### config.mk
export PLATFORM = sky130hd
export DESIGN_NAME = ram_cycle_ctrl
export DESIGN_NICKNAME = d
export VERILOG_FILES = /design/src/rtl/ram_cycle_ctrl.sv
export SDC_FILE = /design/constraint.sdc
export NUM_CORES = 1
export LEC_CHECK = 0
export BUFFER_PORTS_ARGS = -buffer_cell sky130_fd_sc_hd__buf_2
export CAP_MARGIN = 10
export CELL_PAD_IN_SITES_DETAIL_PLACEMENT = 1
export CELL_PAD_IN_SITES_GLOBAL_PLACEMENT = 1
export CORE_AREA = 8 8 54 56
export CTS_BUF_LIST = sky130_fd_sc_hd__clkbuf_16
export DETAILED_ROUTE_END_ITERATION = 10
export DIE_AREA = 0 0 62 64
export PLACE_DENSITY_LB_ADDON = 0.1
export SYNTH_ARGS = -nofsm -noshare
export SYNTH_HDL_FRONTEND = slang
export SYNTH_SLANG_ARGS = --single-unit
### constraint.sdc
create_clock -name CLK -period 1.75 [get_ports CLK]
set_clock_uncertainty 0.15 [all_clocks]
set_input_delay 0.525 -clock CLK [delete_from_list [all_inputs] [get_ports CLK]]
set_output_delay 0.525 -clock CLK [all_outputs]
set_load 0.02 [all_outputs]
### src/rtl/ram_cycle_ctrl.sv
// ram_cycle_ctrl
//   Bus-cycle sequencer for the A500 IDE-RAM CPLD. It takes the decoder's
//   ramce/ctrl_sel selects and runs the 68000 asynchronous bus handshake.
//   It drives the SRAM strobes, the data-buffer enable and DTACK.
//   Control-register cycles are acknowledged without any SRAM strobes.
//
// Parameters
//   WAIT_STATES : extra CLK cycles between strobe assertion and DTACK (0..7)
//   CNT_W       : width of the wait counter, must be able to hold WAIT_STATES
//
// Ports
//   CLK      in  : 68000 CPU clock, rising-edge active
//   _RST     in  : asynchronous active-low reset
//   _AS      in  : CPU address strobe, active-low
//   _UDS     in  : upper data strobe, active-low
//   _LDS     in  : lower data strobe, active-low
//   RW       in  : 1 = read, 0 = write
//   ramce    in  : decoder select for the RAM/maprom range
//   ctrl_sel in  : decoder select for the control register
//   ram_oe_n out : SRAM output enable, active-low
//   ram_we_n out : SRAM write enable, active-low
//   ram_ub_n out : SRAM upper byte enable, active-low
//   ram_lb_n out : SRAM lower byte enable, active-low
//   buf_oe_n out : data buffer enable, active-low
//   dtack_n  out : DTACK to the CPU, active-low
//   dtack_oe out : drive enable for dtack_n (pin is tristated when 0)
module ram_cycle_ctrl #(
    parameter int WAIT_STATES = 0,
    parameter int CNT_W       = 3
) (
    input  logic CLK,
    input  logic _RST,
    input  logic _AS,
    input  logic _UDS,
    input  logic _LDS,
    input  logic RW,
    input  logic ramce,
    input  logic ctrl_sel,
    output logic ram_oe_n,
    output logic ram_we_n,
    output logic ram_ub_n,
    output logic ram_lb_n,
    output logic buf_oe_n,
    output logic dtack_n,
    output logic dtack_oe
);

    localparam logic [1:0] S_IDLE    = 2'd0;
    localparam logic [1:0] S_ACCESS  = 2'd1;
    localparam logic [1:0] S_ACK     = 2'd2;
    localparam logic [1:0] S_RECOVER = 2'd3;

    localparam logic [CNT_W-1:0] LP_WAIT = CNT_W'(WAIT_STATES);

    logic [1:0]       r_state;
    logic [CNT_W-1:0] r_cnt;
    logic             r_as_n;
    logic             r_uds_n;
    logic             r_lds_n;
    logic             r_ramce;
    logic             r_ctrl;
    logic             r_is_ram;
    logic             r_rw_l;

    logic w_ds;
    logic w_go;
    logic w_active;
    logic w_ram_active;

    // A write only makes progress once the CPU has put a data strobe out;
    // a read makes progress on every clock.
    assign w_ds = ~r_uds_n | ~r_lds_n;
    assign w_go = r_rw_l | w_ds;

    always_ff @(posedge CLK or negedge _RST) begin
        if (!_RST) begin
            r_state  <= S_IDLE;
            r_cnt    <= '0;
            r_as_n   <= 1'b1;
            r_uds_n  <= 1'b1;
            r_lds_n  <= 1'b1;
            r_ramce  <= 1'b0;
            r_ctrl   <= 1'b0;
            r_is_ram <= 1'b0;
            r_rw_l   <= 1'b1;
        end else begin
            // Single synchronising stage for the asynchronous CPU strobes.
            r_as_n  <= _AS;
            r_uds_n <= _UDS;
            r_lds_n <= _LDS;
            r_ramce <= ramce;
            r_ctrl  <= ctrl_sel;

            case (r_state)
                S_IDLE: begin
                    // ramce takes priority when both selects are active.
                    if (!r_as_n && r_ramce) begin
                        r_state  <= S_ACCESS;
                        r_cnt    <= LP_WAIT;
                        r_is_ram <= 1'b1;
                        r_rw_l   <= RW;
                    end else if (!r_as_n && r_ctrl) begin
                        r_state  <= S_ACCESS;
                        r_cnt    <= '0;
                        r_is_ram <= 1'b0;
                        r_rw_l   <= RW;
                    end
                end
                S_ACCESS: begin
                    // _AS released early means the cycle was ended elsewhere
                    // (bus error or another DTACK source): abandon it.
                    if (r_as_n) begin
                        r_state <= S_RECOVER;
                    end else if (w_go) begin
                        if (r_cnt == '0) begin
                            r_state <= S_ACK;
                        end else begin
                            r_cnt <= r_cnt - 1'b1;
                        end
                    end
                end
                S_ACK: begin
                    if (r_as_n) begin
                        r_state <= S_RECOVER;
                    end
                end
                S_RECOVER: begin
                    r_state <= S_IDLE;
                end
                default: begin
                    r_state <= S_IDLE;
                end
            endcase
        end
    end

    assign w_active     = (r_state == S_ACCESS) || (r_state == S_ACK);
    assign w_ram_active = w_active && r_is_ram;

    assign ram_oe_n = ~(w_ram_active & r_rw_l);
    assign ram_we_n = ~(w_ram_active & ~r_rw_l & w_ds);
    assign ram_ub_n = w_ram_active ? r_uds_n : 1'b1;
    assign ram_lb_n = w_ram_active ? r_lds_n : 1'b1;
    assign buf_oe_n = ~w_ram_active;
    assign dtack_n  = ~(r_state == S_ACK);
    // RECOVER keeps the pin driven so DTACK is actively pulled high once
    // before it is released to the external pull-up.
    assign dtack_oe = (r_state != S_IDLE);

endmodule
==> results.txt <==
----------------------------------------------------
[Cells and area]
  Final net count ... 122
  Post-route cell area ... 1245 um^2
  Antenna diode count ... 0
  Ratio of cells with drive above 1 in the final layout ... 71.70%
  Area growth from synthesis to layout ... 82.57%
  Fillcell total ... 220

[Die]
  Die width ... 62 um
  Die H ... 64 um
  Die area ... 3968 um^2
  Standard-cell row count ... 17
  Top Ports ... 15
  Core region area ... 2106 um^2
  Initial Utilization ... 32.38%

[Global route]
  Initial antenna violation count ... 0
  Global Route Usage Sum ... 11.08%
  Global-route wire length before repair ... 3.270 mm
  Maximum number of pins on one net before global-route repair ... 13
  Sum of overflow across all layers after global routing ... 0
  Vias in the first global route ... 733
  GRT busiest layer ... met2
  Met1 usage in global routing ... 13.49%
  Met3 Use GR ... 3.200%
  Global routing usage on met2 ... 17.59%

[CTS]
  Hold buffers post-CTS ... 0
  Worst skew pair latency ... 0.24 ns
  TritonCTS clock tree ... yes
  Clock-pin transition on the worst setup and hold timing paths ... 0.04 ns
  CTS H-Tree Depth ... 1
  Clock Tree Root ... sky130_fd_sc_hd__clkbuf_16
  Num Clock Sinks ... 12
  Maximum count of clock buffers along a single path ... 2
  Number of buffers inserted during clock tree synthesis ... 3

[Pwr]
  Worst ir drop on vdd ... 1001 uV
  Reported leakage power ... 0.5537 nW
  Power density normalized to cell area ... 2037 nW/um^2
  Final total power ... 2.535 mW

[Detailed routing]
  Vias/cell ... 4.836
  Number of iterations in the first detailed-routing pass ... 4
  Total via count in the routed design ... 648
  Drt first-iter violations ... 10
  Average wire length per cell after detail routing ... 15.44 um
  Number of routed nets with antenna violations ... 0
  Final wirelength ... 2.069 mm
  DRC violations left ... 0

[Logic synthesis]
  Synth top cells by count ... sky130_fd_sc_hd__dfrtp_1, sky130_fd_sc_hd__ha_1, sky130_fd_sc_hd__inv_1
  Number of instances in the synthesized netlist ... 63
  Share of async-settable or async-resettable flops after synthesis ... 100.0%
  Main flop type after synthesis ... sky130_fd_sc_hd__dfrtp_1
  Cell type contributing the most total cell area after synthesis ... sky130_fd_sc_hd__dfrtp_1
  Number of distinct library cells after synthesis ... 25
  Synthesis Warnings ... 0
  Proportion of synthesized chip area in sequential cells ... 44.77%
  Number of synthesized register bits ... 12
  Library cell with the highest instance count after synthesis ... sky130_fd_sc_hd__dfrtp_1
  Area share of the largest cell type after synthesis ... 29.36%
  Post-Synthesis Net Count ... 78
  Mapped Area ... 681.9 um^2
  Post-synthesis average cell area ... 10.82 um^2
  Most area-consuming cells after synthesis ... sky130_fd_sc_hd__dfrtp_1, sky130_fd_sc_hd__dfstp_2, sky130_fd_sc_hd__ha_1, sky130_fd_sc_hd__a2111oi_4, sky130_fd_sc_hd__inv_1
  Number of enable-type register cells in the synthesized netlist ... 0

[Critical path]
  Critical-path top delay cell ... sky130_fd_sc_hd__dfrtp_1
  Kind of end point of the critical path ... primary output
  Worst endpoint required time ... 1.07 ns
  Crit Path Category ... flop to primary output
  Highest net fanout along the worst path ... 4
  Worst Path Arrival ... 1.39 ns
  Crit path cell chain ... inv_2 > ha_4 > nand2_4 > a211o_4 > buf_6
  Type of origin of the critical path ... flop
  Max stage delay on crit path ... 0.36 ns

[STA]
  Fraction of the cycle the final worst path needs ... 117.8%
  Worst Max-Slew Pin Slew ... 0.2860 ns
  Setup Viol. Count Final ... 11
  Rel. slew slack ... 80.93%
  Setup TNS ... -1.651 ns
  Setup repair after global routing missed its margin ... yes
  Count of final max-slew check failures ... 0
  Final WS setup ... -0.3113 ns
  Number of hold violations in the final report ... 0
  Fmax ... 485.1 MHz
  Final critical path time including I/O delays and setup ... 2.061 ns

[Placed design]
  Post-detailed-placement cell area ... 945.9 um^2
  Count of input and output buffers ... 14
  RePlAce Congestion ... 0.7408
  Post-detailed-placement half-perimeter wirelength ... 1.438 mm

[Job]
  # Max-Cap Violations ... 0

[Status]
  Failing checks ... negative setup slack
  Result of the run ... complete, but fails checks

[Worst hold path]
  Worst hold path type ... input port to async pin

----------------------------------------------------
[power by group]
part	switching [mW]	internal (mW)	total, mW	leakage, nW
combinational	0.757	0.909	1.67	0.371
clock	0.118	0.301	0.418	0.0423
sequential	0.0834	0.368	0.451	0.140
total	0.958	1.58	2.54	0.554
[layout make-up]
| type | count | area [um^2] | area share (%) |
|---|---|---|---|
| flip-flops and latches | 12 | 305.3 | 24.52 |
| clock buffers | 3 | 75.07 | 6.030 |
| well taps | 28 | 35.03 | 2.814 |
| repair buffers | 39 | 310.3 | 24.92 |
| clock inverters | 1 | 3.754 | 0.3015 |
| multi-input cells | 44 | 484.2 | 38.89 |
| inverters | 7 | 31.28 | 2.513 |
[state kept, by name, summed over array words and instances (netlist names)]
| signal | cells |
|---|---|
| r_cnt | 3 |
| r_lds_n | 1 |
| r_is_ram | 1 |
| r_ramce | 1 |
| r_as_n | 1 |
| r_uds_n | 1 |
| r_state | 2 |
| r_ctrl | 1 |
| r_rw_l | 1 |
[stage by stage]
| step | cells | utilization [%] | worst slack (ns) | hold WS [ns] |
|---|---|---|---|---|
| global route | 134 | 59.12 | -0.3499 | 0.03368 |
| finish | 134 | 59.12 | -0.3113 | 0.01012 |
| floorplan | 63 | - | -0.06475 | 0.07941 |
| global placement | 120 | 44.92 | -0.06826 | 0.2730 |
| CTS | 129 | 55.44 | -0.2982 | 0.01941 |
| detailed placement | 120 | 44.92 | -0.1134 | 0.2759 |
[worst max-delay path, delay by kind of cell, from the launching register on]
| kind | cells | cell delay, ns |
|---|---|---|
| and+or+nand+nor | 1 | 0.05 |
| AOI/OAI and AO/OA | 1 | 0.26 |
| adders and majority gates | 1 | 0.28 |
| DFF | 1 | 0.36 |
| buffers and inverters | 2 | 0.19 |
[routing by layer]
metal	up-vias	wire length, um
met5	-	0
met4	0	12
met3	2	84
met2	12	1043
met1	325	928
li1	309	-
[logic make-up (layout without fill, tap and decap cells)]
group                    count (synthesis)  count (layout)  share of synthesized area (%)
AND/OR/NAND/NOR                         22              22                          17.98
AO/OA/AOI/OAI                           13              13                          17.25
flip-flops                              12              12                          44.77
adder cells (fa/ha/maj)                  7               7                          12.84
buffers and inverters                    7              50                          3.854
multiplexers                             2               2                          3.303
[repair_timing]
action                                  4_1_cts  5_1_grt
setup buffers                                 6        7
pin swaps                                     8        9
endpoints found under the setup margin       11       12
gates resized for setup                      30        8
[path summary, 6_finish.rpt]
| path | from | to | slack, ns | depth (start not counted) |
|---|---|---|---|---|
| setup / recovery | r_state[0] | ram_we_n | -0.31 | 5 |
| hold / removal | _RST | r_cnt[2] | 0.01 | 1 |
| setup reg to reg | r_state[1] | r_cnt[2] | -0.12 | 6 |
| hold reg to reg | r_cnt[1] | r_cnt[1] | 0.47 | 2 |
| max in group asynchronous | _RST | r_lds_n | 1.16 | 1 |
| min in group CLK | _LDS | r_lds_n | 0.24 | 1 |
[placed cells by master (no fill, tap or decap), types with 3 or more instances in the layout]
cell type,Yosys,routed
sky130_fd_sc_hd__nand2_1,5,4
sky130_fd_sc_hd__ha_4,0,4
sky130_fd_sc_hd__dfstp_2,4,4
sky130_fd_sc_hd__clkbuf_16,0,3
sky130_fd_sc_hd__dfrtp_1,8,8
sky130_fd_sc_hd__buf_2,0,8
sky130_fd_sc_hd__buf_6,0,10
sky130_fd_sc_hd__nor2_1,6,4
sky130_fd_sc_hd__buf_4,0,21
sky130_fd_sc_hd__inv_2,0,4
Power figures use the tool's default switching activity.
